<file path="src/rtl/nap_pkg.sv">
// rtl/nap_pkg.sv - shared types and constants for the piezo sound arbiter
package nap_pkg;

  localparam int BEAT_W = 13;

  localparam int GNT_LULLABY = 0;
  localparam int GNT_CLICK   = 1;
  localparam int GNT_ALARM   = 2;

  typedef enum logic [2:0] {
    ST_IDLE,
    ST_LULLABY,
    ST_CLICK,
    ST_ALARM,
    ST_GAP
  } state_e;

  function automatic int max_int(input int a, input int b);
    return (a > b) ? a : b;
  endfunction

endpackage

</file>
<file path="src/rtl/sound_arbiter_if.sv">
// rtl/sound_arbiter_if.sv - request/beat inputs and piezo outputs of the sound arbiter
interface sound_arbiter_if;
  import nap_pkg::*;

  logic              tick;
  logic              req_alarm;
  logic [BEAT_W-1:0] beat_alarm;
  logic              req_lullaby;
  logic [BEAT_W-1:0] beat_lullaby;
  logic              key_press;
  logic [BEAT_W-1:0] playSound;
  logic [2:0]        grant;
  logic              busy;

  modport master (
    output tick, req_alarm, beat_alarm, req_lullaby, beat_lullaby, key_press,
    input  playSound, grant, busy
  );

  modport slave (
    input  tick, req_alarm, beat_alarm, req_lullaby, beat_lullaby, key_press,
    output playSound, grant, busy
  );

endinterface

</file>
<file path="src/rtl/tick_timer.sv">
// rtl/tick_timer.sv - saturating tick counter with a runtime limit compare
module tick_timer #(
  parameter int CNT_W = 3
) (
  input  logic             clock,
  input  logic             reset,
  input  logic             clr_i,
  input  logic             tick_i,
  input  logic [CNT_W-1:0] limit_i,
  output logic             done_o
);

  localparam logic [CNT_W-1:0] CNT_MAX = '1;

  logic [CNT_W-1:0] cnt_q, cnt_d;

  always_comb begin
    cnt_d = cnt_q;
    if (clr_i) begin
      cnt_d = '0;
    end else if (tick_i && (cnt_q != CNT_MAX)) begin
      cnt_d = cnt_q + 1'b1;
    end
  end

  always_ff @(posedge clock or posedge reset) begin
    if (reset) begin
      cnt_q <= '0;
    end else begin
      cnt_q <= cnt_d;
    end
  end

  // done fires on the tick that brings the count up to the limit, so the owner leaves on that tick
  assign done_o = tick_i && (({1'b0, cnt_q} + {{CNT_W{1'b0}}, 1'b1}) >= {1'b0, limit_i});

endmodule

</file>
<file path="src/rtl/sound_arbiter.sv">
// rtl/sound_arbiter.sv - shares one piezo between alarm, key click and lullaby
// with priority, preemption and a silent gap at every handover.
module sound_arbiter import nap_pkg::*; #(
  parameter logic [BEAT_W-1:0] CLICK_TONE  = 13'd523,
  parameter int                CLICK_TICKS = 5,
  parameter int                GAP_TICKS   = 1
) (
  input logic            clock,
  input logic            reset,
  sound_arbiter_if.slave bus
);

  localparam int CNT_W = $clog2(max_int(CLICK_TICKS, GAP_TICKS) + 1);

  state_e            state_q, state_d, idle_next;
  logic              click_pend_q, click_pend_d;
  logic [BEAT_W-1:0] play_q, play_d;
  logic [2:0]        grant_q, grant_d;
  logic              busy_q, busy_d;
  logic              timer_clr, timer_done;
  logic [CNT_W-1:0]  timer_limit;

  assign timer_limit = (state_q == ST_CLICK) ? CNT_W'(CLICK_TICKS) : CNT_W'(GAP_TICKS);

  tick_timer #(.CNT_W(CNT_W)) u_timer (
    .clock   (clock),
    .reset   (reset),
    .clr_i   (timer_clr),
    .tick_i  (bus.tick),
    .limit_i (timer_limit),
    .done_o  (timer_done)
  );

  always_comb begin
    state_d      = state_q;
    click_pend_d = click_pend_q;
    timer_clr    = 1'b0;
    play_d       = '0;
    grant_d      = '0;
    idle_next    = ST_IDLE;

    if (bus.req_alarm) begin
      idle_next = ST_ALARM;
    end else if (click_pend_q) begin
      idle_next = ST_CLICK;
    end else if (bus.req_lullaby) begin
      idle_next = ST_LULLABY;
    end

    case (state_q)
      ST_IDLE: state_d = idle_next;
      ST_LULLABY: begin
        if (bus.req_alarm || click_pend_q) begin
          state_d = ST_GAP;
        end else if (!bus.req_lullaby) begin
          state_d = ST_IDLE;
        end
      end
      ST_ALARM: if (!bus.req_alarm) state_d = ST_IDLE;
      ST_CLICK: begin
        // an alarm aborts the click outright; a repeated key only stretches it
        if (bus.req_alarm) begin
          state_d = ST_GAP;
        end else if (bus.key_press) begin
          timer_clr = 1'b1;
        end else if (timer_done) begin
          state_d = ST_GAP;
        end
      end
      ST_GAP: if (timer_done) state_d = idle_next;
      default: state_d = ST_IDLE;
    endcase

    if ((state_d != state_q) && ((state_d == ST_CLICK) || (state_d == ST_GAP))) begin
      timer_clr = 1'b1;
    end

    if ((state_d == ST_CLICK) && (state_q != ST_CLICK)) begin
      click_pend_d = 1'b0;
    end else if (bus.key_press && !bus.req_alarm &&
                 (state_q != ST_ALARM) && (state_q != ST_CLICK)) begin
      click_pend_d = 1'b1;
    end

    case (state_d)
      ST_LULLABY: begin
        play_d               = bus.beat_lullaby;
        grant_d[GNT_LULLABY] = 1'b1;
      end
      ST_CLICK: begin
        play_d             = CLICK_TONE;
        grant_d[GNT_CLICK] = 1'b1;
      end
      ST_ALARM: begin
        play_d             = bus.beat_alarm;
        grant_d[GNT_ALARM] = 1'b1;
      end
      default: ;
    endcase
    busy_d = (state_d != ST_IDLE);
  end

  always_ff @(posedge clock or posedge reset) begin
    if (reset) begin
      state_q      <= ST_IDLE;
      click_pend_q <= 1'b0;
      play_q       <= '0;
      grant_q      <= '0;
      busy_q       <= 1'b0;
    end else begin
      state_q      <= state_d;
      click_pend_q <= click_pend_d;
      play_q       <= play_d;
      grant_q      <= grant_d;
      busy_q       <= busy_d;
    end
  end

  assign bus.playSound = play_q;
  assign bus.grant     = grant_q;
  assign bus.busy      = busy_q;

endmodule

</file>
<file path="src/flat_wrapper.sv">
// flat-port wrapper written by rule: the top's interface ports become plain ports
module sound_arbiter_flat import nap_pkg::*;
#(
  parameter logic [BEAT_W-1:0] CLICK_TONE  = 13'd523,
  parameter int                CLICK_TICKS = 5,
  parameter int                GAP_TICKS   = 1
)
  (clock, reset, bus_tick, bus_req_alarm, bus_beat_alarm, bus_req_lullaby, bus_beat_lullaby, bus_key_press, bus_playSound, bus_grant, bus_busy);
  sound_arbiter_if bus_i ();
  input logic clock;
  input logic reset;
  input wire logic [$bits(bus_i.tick)-1:0] bus_tick;
  input wire logic [$bits(bus_i.req_alarm)-1:0] bus_req_alarm;
  input wire logic [$bits(bus_i.beat_alarm)-1:0] bus_beat_alarm;
  input wire logic [$bits(bus_i.req_lullaby)-1:0] bus_req_lullaby;
  input wire logic [$bits(bus_i.beat_lullaby)-1:0] bus_beat_lullaby;
  input wire logic [$bits(bus_i.key_press)-1:0] bus_key_press;
  output wire logic [$bits(bus_i.playSound)-1:0] bus_playSound;
  output wire logic [$bits(bus_i.grant)-1:0] bus_grant;
  output wire logic [$bits(bus_i.busy)-1:0] bus_busy;
  assign bus_i.tick = bus_tick;
  assign bus_i.req_alarm = bus_req_alarm;
  assign bus_i.beat_alarm = bus_beat_alarm;
  assign bus_i.req_lullaby = bus_req_lullaby;
  assign bus_i.beat_lullaby = bus_beat_lullaby;
  assign bus_i.key_press = bus_key_press;
  assign bus_playSound = bus_i.playSound;
  assign bus_grant = bus_i.grant;
  assign bus_busy = bus_i.busy;
  sound_arbiter #(.CLICK_TONE(CLICK_TONE), .CLICK_TICKS(CLICK_TICKS), .GAP_TICKS(GAP_TICKS)) u_core (.clock(clock), .reset(reset), .bus(bus_i));
endmodule
</file>
<file path="config.mk">
export PLATFORM = sky130hd
export DESIGN_NAME = sound_arbiter_flat
export DESIGN_NICKNAME = d
export VERILOG_FILES = /design/src/rtl/nap_pkg.sv /design/src/rtl/sound_arbiter_if.sv /design/src/rtl/tick_timer.sv /design/src/rtl/sound_arbiter.sv /design/src/flat_wrapper.sv
export SDC_FILE = /design/constraint.sdc
export NUM_CORES = 1
export LEC_CHECK = 0
export ABC_AREA = 1
export BUFFER_PORTS_ARGS = -buffer_cell sky130_fd_sc_hd__buf_2
export CORE_ASPECT_RATIO = 0.8
export CORE_MARGIN = 2
export CORE_UTILIZATION = 51
export CTS_CLUSTER_SIZE = 25
export DETAILED_ROUTE_END_ITERATION = 6
export PLACE_DENSITY = 0.8
export SETUP_SLACK_MARGIN = 0.15
export SYNTH_ARGS = -nofsm -noshare
export SYNTH_HDL_FRONTEND = slang
export SYNTH_HIERARCHICAL = 1
export SYNTH_SLANG_ARGS = --single-unit
</file>
<file path="constraint.sdc">
create_clock -name clock -period 6.9 [get_ports clock]
set_clock_uncertainty 0.15 [all_clocks]
set_input_delay 1.38 -clock clock [delete_from_list [all_inputs] [get_ports clock]]
set_output_delay 1.38 -clock clock [all_outputs]
set_load 0.01 [all_outputs]
</file>
Word level (Yosys, flattened, before mapping)
Index checks and enable logic that the tools add are counted.
Widths: inputs -> output; s select.
{ "totals": {"reg_bits": 24, "input_bits": 32, "output_inout_bits": 17, "elab_cells": 59} }
{ "classes": {"addsub": 2, "n_lt_le_gt_ge": 1, "eq_ne": 12, "n_mux": 24, "n_reduce_logical": 14} }
{ "ops": {"columns": ["operator", "count"], "rows": [
  ["$pmux 13 s3", 1],
  ["$mux 3", 12],
  ["$pmux 3 s5", 1],
  ["$eq 3x2->1 const B", 4],
  ["$mux 1", 10],
  ["$logic_and 1x1->1", 7],
  ["$eq 3x1->1 const B", 2],
  ["$eq 3x3->1 const B", 2],
  ["$ne 3x2->1 const B", 2],
  ["$add 3x1->4 const B", 1],
  ["$ge 4x3->1", 1],
  ["$reduce_bool 2->1", 2],
  ["$add 3x1->3 const B", 1],
  ["$logic_not 3->1", 1],
  ["$ne 3x3->1", 1],
  ["$ne 3x3->1 const B", 1],
  ["$reduce_bool 3->1", 1],
  ["$logic_or 1x1->1", 2],
  ["$logic_not 1->1", 1]
]} }

Longest topological paths before layout
Gate-level depths: netlist of the first run.
{ "logic_depth": {"ltp_word": 13, "mapped_depth": 19, "ltp_nobuf": 18} }

Cells and area by module
The synthesis of the first run kept the hierarchy.
{ "by_module_without_submodules": {"columns": ["mod", "n_inst", "cells_each", "area_per_inst_um2"], "rows": [
  ["sound_arbiter", 1, 117, 977.2],
  ["tick_timer", 1, 34, 256.5]
]} }

Worst setup path before layout of the first run
Ideal clock, no wire load.
{ "synth_path": {"kind": "input-to-reg", "from": "in bus_tick", "to": "reg u_core.play_q[1], in the netlist u_core/bus.playSound[1]", "setup_time_ps": 65, "t_arrival_ps": 2320, "slack_ps": 4364, "path_stages": 13, "path_buffers": 1, "cell_sequence": "inv_2 a21oi_2 inv_1 nand2_1 nand2_1 nand2_1 nand2_1 nand2_1 nand2_2 nor2_4 buf_6 nand2_1 nand2_1"} }
{ "synth_via": {"elab_chain_len": 7, "elab_cells_between_ends": 10} }
{ "synth_lines": {"columns": ["item", "line", "rtl"], "rows": [
  ["from (decl)", "flat_wrapper.sv:12", "input wire logic [$bits(bus_i.tick)-1:0] bus_tick;"],
  ["$logic_and 1x1->1 *", "tick_timer.sv:35", "assign done_o = tick_i && (({1'b0, cnt_q} + {{CNT_W{1'b0}}, 1'b1}) >= {1'b0, limit_i});"],
  ["via u_core.timer_done", "sound_arbiter.sv:20", "logic timer_clr, timer_done;"],
  ["$mux 3", "sound_arbiter.sv:66", "end else if (timer_done) begin"],
  ["$mux 3", "sound_arbiter.sv:64", "end else if (bus.key_press) begin"],
  ["$mux 3", "sound_arbiter.sv:62", "if (bus.req_alarm) begin"],
  ["$pmux 3 s5 *", "sound_arbiter.sv:50", "case (state_q)"],
  ["$eq 3x2->1 / $eq 3x1->1 (equally long branches)", "sound_arbiter.sv:85", "case (state_d)"],
  ["$pmux 13 s3 *", "sound_arbiter.sv:85", null],
  ["via u_core.play_d[1]", "sound_arbiter.sv:17", "logic [BEAT_W-1:0] play_q, play_d;"],
  ["to (signal assigned)", "sound_arbiter.sv:113", "play_q <= play_d;"],
  ["to (decl)", "sound_arbiter.sv:17", null]
]} }
The timed path passes the listed nets; every way through them passes the cells marked *.
A chain may end at the register's enable or synchronous reset.

Worst setup path in the final report of the first run
{ "layout_path": {"from": "reg u_core.u_timer.cnt_q[0]", "to": "reg u_core.play_q[8], in the netlist u_core/bus.playSound[8]"} }
{ "layout_via": {"elab_chain_len": 9, "elab_cells_between_ends": 12} }
{ "layout_lines": {"columns": ["item", "line", "rtl"], "rows": [
  ["from (decl)", "tick_timer.sv:15", "logic [CNT_W-1:0] cnt_q, cnt_d;"],
  ["from (signal assigned)", "tick_timer.sv:30", "cnt_q <= cnt_d;"],
  ["$add 3x1->4 *", "tick_timer.sv:35", null],
  ["$ge 4x3->1 *", "tick_timer.sv:35", null],
  ["$logic_and 1x1->1 *", "tick_timer.sv:35", null],
  ["via u_core.timer_done", "sound_arbiter.sv:20", null],
  ["$mux 3", "sound_arbiter.sv:66", null],
  ["$mux 3", "sound_arbiter.sv:64", null],
  ["$mux 3", "sound_arbiter.sv:62", null],
  ["$pmux 3 s5 *", "sound_arbiter.sv:50", null],
  ["$eq 3x2->1 / $eq 3x1->1 (equally long branches)", "sound_arbiter.sv:85", null],
  ["$pmux 13 s3 *", "sound_arbiter.sv:85", null],
  ["via u_core.play_d[8]", "sound_arbiter.sv:17", null]
]} }
Marked as above.

==> results of run 1 <==
how the worst max path moves through the flow:
stage / from / to / slack, ns
after floorplan: bus_tick / u_core/bus.playSound[1] / 4.36
after global placement: bus_tick / u_core/bus.playSound[10] / 4.01
after detailed placement: bus_tick / u_core/bus.playSound[12] / 3.98
after CTS: u_core/u_timer/cnt_q[0] / u_core/bus.playSound[11] / 4.20
after global routing: u_core/u_timer/cnt_q[0] / u_core/bus.playSound[9] / 3.98
final: u_core/u_timer/cnt_q[0] / u_core/bus.playSound[8] / 4.20
cells by family (layout without fill, tap and decap cells):
group	after synthesis	count (layout)	synth area share, %
buffers and inverters	26	75	9.53
and+or+nand+nor	78	78	28.6
other	2	2	0.609
DFF	24	24	48.7
AOI/OAI and AO/OA	16	16	7.50
adders and majority gates	5	5	5.07
synth_stat cells (3+ instances only):
cell	number	area share [%]
nand2_2	5	2.5
nor2_1	10	3.0
nand3_1	14	5.7
ha_1	5	5.1
inv_2	5	1.5
dfrtp_1	24	49
o21ai_1	3	1.2
o21ai_0	7	2.8
nand2_1	43	13
inv_1	17	5.2
power breakdown:
| part | total (mW) | switching (mW) | internal, mW | leakage (nW) |
|---|---|---|---|---|
| clock network | 0.0983 | 0.0396 | 0.0587 | 0.0279 |
| registers | 0.227 | 0.0299 | 0.197 | 0.307 |
| logic | 0.340 | 0.219 | 0.121 | 0.570 |
layer usage:
metal / wire length, um / vias to the layer above
li1: - / 566
met2: 1300 / 30
met5: 0 / -
met4: 10 / 0
met3: 148 / 2
met1: 1120 / 503
per-stage QoR:
| stage | total power, mW | util [%] | hold slack [ns] | instance area (um2) |
|---|---|---|---|---|
| 3_3_place_gp | 0.556 | 66.6 | 0.417 | 1480 |
| 2_1_floorplan | 0.494 | - | 0.376 | 1230 |
| 6_report | 0.666 | 69.0 | 0.439 | 1530 |
| 5_1_grt | 0.728 | 69.0 | 0.479 | 1530 |
| 4_1_cts | 0.668 | 69.0 | 0.438 | 1530 |
| 3_5_place_dp | 0.568 | 66.6 | 0.419 | 1480 |
sequential cells by signal, indices dropped and copies added, names as in the netlist:
register	count
u_core/bus.busy	1
u_core/bus.grant	3
u_core/bus.playSound	13
u_core/click_pend_q	1
u_core/state_q	3
u_core/u_timer/cnt_q	3
cell type report:
type | count | area [um2] | area share (%)
Clock buffer | 3 | 22.5 | 1.47
Clock inverter | 1 | 30.0 | 1.97
Inverter | 23 | 87.6 | 5.73
Multi-Input combinational cell | 101 | 515 | 33.7
Sequential cell | 24 | 601 | 39.3
Tap cell | 25 | 31.3 | 2.05
Timing Repair Buffer | 48 | 240 | 15.7
worst register-to-register path, delay by kind of cell (launching register included):
kind	cells	cell delay, ns
compound gates	1	0.13
fa+ha+maj	3	0.79
buf+inv	1	0.07
flops	1	0.43
simple gates	10	1.10
==> results_dict.tcl, run 1 <==
set metrics [dict create \
    cp.arrival_ns 2.81 \
    gr-usage-met2_pct 35.6 \
    synthFlopType "dfrtp_1" \
    grt_use_met3_pct 6.22 \
    crit_slowest_cell "dfrtp_1" \
    antenna_found_initial 0 \
    gr-max-usage-layer "met2" \
    vias 1101 \
    place_inst 221 \
    place_congestion 0.812 \
    leakage_nw 0.905 \
    num_io_pins 49 \
    outcome "finished with violations" \
    tritoncts "yes" \
    timing.rr.start "u_core/u_timer/cnt_q[0]" \
    area_delta_synth_final_pct 23.8 \
    cts_buffers 3 \
    viasPerCell 4.89 \
    synth_cell_types 24 \
    violations "design-rule violations" \
    r2r_end "u_core/bus.playSound[8]" \
    crit_top_cell "nand2_1" \
    worst_pin_slew_ns 0.752 \
    cts_buffer_depth 2 \
    endpoint_kind "flop" \
    cts_setup_buffers 0 \
    synth_area_per_cell_um2 8.17 \
    synth_seq_area_share_pct 48.7 \
    grt_first_pass_wirelength_um 4080 \
    syn-num-nets 188 \
    grt_max_degree 22 \
    holdPathEnd "u_core/u_timer/cnt_q[0]" \
    worstSetupPathDepth 15 \
    worstPathRequired_ns 7.01 \
    path_max_fanout 17 \
    port_buffers 48 \
    synth-edff-count 0 \
    rows 15 \
    hold_depth 2 \
    preCtsSetupSlack_ns 3.98 \
    hp-class "flop to flop" \
    final_common_cell "buf_2" \
    routed_wl_um 2590 \
    setup_tns_ns 0 \
    maxSlewHeadroom_pct 49.8 \
    path_class "flop to flop" \
    die_area_um2 2830 \
    worstSetupStartpointType "flop" \
    cts_sinks 24 \
    layout-drive-gt1-share_pct 34.0 \
    finalHoldViolations 0 \
    cts_hold_buf 0 \
    max_freq_ghz 0.370 \
    nFillCells 182 \
    setup_ws_ns 4.20 \
    die_w_um 59.0 \
    grt_use_met1_pct 23.9 \
    r2r_slack_ns 4.20 \
    drt_iter0_markers 15 \
    powerDensity_nw_per_um2 436 \
    slowest_delay_ns 0.43 \
    syn_inst 151 \
    antenna_left 0 \
    root_buffer "clkbuf_4" \
    layout_common_cells "buf_2 (48), nand2_1 (43), dfrtp_1 (24), inv_1 (17), nand3_1 (14)" \
    hpwl_um 2060 \
    grt_overflow 0 \
    hp-start "u_core/u_timer/cnt_q[0]" \
    maxSlewViolCount 0 \
    finalCriticalPeriod_ns 2.70 \
    yosys_warnings 6 \
    firstDrtPassIters 6 \
    htree_levels 1 \
    core-area_um2 2210 \
    async_flop_share_pct 100 \
    crit_family "simple AND/OR/NAND/NOR gates" \
    grt_pass1_vias 1006 \
    grt_setup_unrepaired "false" \
    clock_latency_ns 0.31 \
    instances_no_fill 225 \
    path_clk_slew_ns 0.12 \
    final_nets 238 \
    cts_resized 0 \
    track_usage_pct 19.8 \
    setup_viol 0 \
    syn_area_um2 1230 \
    ys_seq_elements 24 \
    initial_core_util_pct 55.7 \
    path_cells "ha_1 > ha_1 > ha_1 > nand2_1 > a21oi_2 > inv_1 > nand2_1 > nand2_1 > nand2_1 > nand2_1 > nand2_1 > nand2_2 > nor2_4 > nand2_1 > nand2_1" \
    max_cap_violations 0 \
    avgRoutedWirePerCell_um 11.5 \
    drc_errors 3 \
    peakVddDrop_mv 0.253 \
    crit_buf_inv 1 \
    die-height_um 48.0 \
    finalCritPeriodShare_pct 39.2 \
    reg2reg_depth 15 \
    antennaDiodeCount 0 \
]
No activity file was read; power rests on OpenSTA's default activity.
==> inputs of run 2 (changes only) <==
--- a/config.mk
+++ b/config.mk
@@ -9,10 +9,10 @@
 export BUFFER_PORTS_ARGS = -buffer_cell sky130_fd_sc_hd__buf_2
 export CORE_ASPECT_RATIO = 0.8
 export CORE_MARGIN = 2
-export CORE_UTILIZATION = 51
+export CORE_UTILIZATION = 43
 export CTS_CLUSTER_SIZE = 25
 export DETAILED_ROUTE_END_ITERATION = 6
-export PLACE_DENSITY = 0.8
+export PLACE_DENSITY = 0.72
 export SETUP_SLACK_MARGIN = 0.15
 export SYNTH_ARGS = -nofsm -noshare
 export SYNTH_HDL_FRONTEND = slang
==> constraint.sdc (replaced) <==
create_clock -name clock -period 2.2 [get_ports clock]
set_clock_uncertainty 0.15 [all_clocks]
set_input_delay 0.44 -clock clock [delete_from_list [all_inputs] [get_ports clock]]
set_output_delay 0.44 -clock clock [all_outputs]
set_load 0.01 [all_outputs]
==> results_dict.tcl, run 2 (same netlist as run 1, synthesis figures left out) <==
set metrics [dict create \
    outcome "finished with violations" \
    violations "negative setup slack" \
    finalCriticalPeriod_ns 2.43 \
    final_nets 265 \
    p_seq_share_pct 23.7 \
    r2r_end "u_core/bus.playSound[12]" \
    setup_tns_ns -3.64 \
    crit_path_start "u_core/u_timer/cnt_q[1]" \
    preCtsSetupSlack_ns -0.137 \
    path_max_fanout 14 \
    place_congestion 0.895 \
    vias 1245 \
    die_w_um 63.9 \
    power_switching_mw 1.21 \
    timing.rr.start "u_core/u_timer/cnt_q[1]" \
    hp-class "input port to flop" \
    die_area_um2 3320 \
    worstSetupStartpointType "flop" \
    num_io_pins 49 \
    grt_pass1_vias 1228 \
    critPathCapture "u_core/bus.playSound[12]" \
    r2r_slack_ns -0.23 \
    cts_buffers 3 \
    peakVddDrop_mv 0.781 \
    clock_latency_ns 0.31 \
    endpoint_kind "flop" \
    antenna_found_initial 0 \
    max_cap_violations 0 \
    powerDensity_nw_per_um2 1530 \
    register_area_um2 601 \
    routed_wl_um 3150 \
    track_usage_pct 20.5 \
    finalHoldViolations 0 \
    die-height_um 51.9 \
    p_clk_share_pct 10.6 \
    hpwl_um 2300 \
    cts_sinks 24 \
    reg2reg_depth 16 \
    nFillCells 225 \
    drc_errors 0 \
    hold_depth 3 \
    grt_first_pass_wirelength_um 5220 \
    htree_levels 1 \
    rows 17 \
    switching_share_pct 41.0 \
    path_class "flop to flop" \
    port_buffers 48 \
    grt_max_degree 22 \
    path_clk_slew_ns 0.13 \
    drt_iter0_markers 83 \
    finalCritPeriodShare_pct 110 \
    core-area_um2 2740 \
    viasPerCell 4.70 \
    setup_ws_ns -0.229 \
    largest_reg_flops 13 \
    firstDrtPassIters 4 \
    setup_viol 22 \
    worst_hold_slack_ns 0.160 \
    area_delta_synth_final_pct 55.9 \
    grt_setup_unrepaired "true" \
    avgRoutedWirePerCell_um 11.9 \
    antennaDiodeCount 0 \
    maxSlewViolCount 0 \
    grt_overflow 0 \
    cp.arrival_ns 2.54 \
    p_total_mw 2.95 \
    initial_core_util_pct 45.0 \
    layout_common_cells "buf_2 (48), nand2_1 (37), dfrtp_1 (24), buf_4 (18), inv_1 (13)" \
    layout-drive-gt1-share_pct 51.1 \
    tritoncts "yes" \
    p_comb_share_pct 65.7 \
    root_buffer "clkbuf_4" \
    cts_buffer_depth 2 \
    multi_input_area_um2 621 \
    worstPathRequired_ns 2.31 \
    leakage_nw 1.07 \
    antenna_left 0 \
    max_freq_ghz 0.412 \
    final_common_cell "buf_2" \
    p_int_mw 1.74 \
]
-- run 2: layer usage --
metal	GRT usage (%)	vias to the layer above	routed length, um
met5	0	-	0
met4	6.52	0	37
met3	4.11	4	155
met2	35.6	39	1580
met1	25.8	579	1380
li1	-	623	-
-- run 2: worst min-delay path by stage --
stage	endpoint	from
finish	u_core/bus.playSound[8]	bus_beat_lullaby[8]
global route	u_core/bus.playSound[7]	bus_beat_lullaby[7]
CTS	u_core/bus.playSound[8]	bus_beat_lullaby[8]
detailed placement	u_core/u_timer/cnt_q[0]	reset
global placement	u_core/u_timer/cnt_q[2]	reset
floorplan	u_core/u_timer/cnt_q[0]	reset
-- run 2: final cells by class --
cell class | instances | area share [%]
Clock inverter | 1 | 1.56
Inverter | 23 | 4.81
Clock buffer | 3 | 1.17
Sequential cell | 24 | 31.2
Multi-Input combinational cell | 101 | 32.3
Tap cell | 38 | 2.47
Timing Repair Buffer | 75 | 26.5
-- run 2: critical path: stages (launching register included) --
cell and delay [ns]:
dfrtp_1 0.44, ha_4 0.18, ha_4 0.24, ha_4 0.26, nand2_2 0.04, a21oi_2 0.16
inv_2 0.06, nand2_2 0.07, nand2_2 0.07, nand2_1 0.07, nand2_1 0.07, nand2_2 0.08
nand2_4 0.08, nor2_4 0.13, buf_12 0.14, nand2_1 0.05, nand2_1 0.06
-- run 2: what timing repair did --
action,4_1_cts,5_1_grt
hold buffers,1,0
setup endpoints to repair,24,24
resized for setup,14,21
pin swaps,3,4
hold endpoints to repair,24,0
setup buffers,4,2
gates cloned,1,1
-- run 2: stage by stage --
step	cell area (um2)	cells	utilization, %
after floorplan	1270	151	-
after global placement	1690	252	61.5
after detailed placement	1690	252	61.5
after CTS	1850	262	67.4
after global routing	1920	265	70.1
final	1920	265	70.1
-- run 2: power by group through the flow --
stage | combinational (mW) | clock (mW) | sequential (mW)
5_1_grt | 2.13 | 0.343 | 0.718
3_3_place_gp | 1.46 | 0 | 0.692
4_1_cts | 1.74 | 0.321 | 0.699
6_report | 1.94 | 0.313 | 0.699
3_5_place_dp | 1.50 | 0 | 0.702
2_1_floorplan | 0.844 | 0 | 0.771
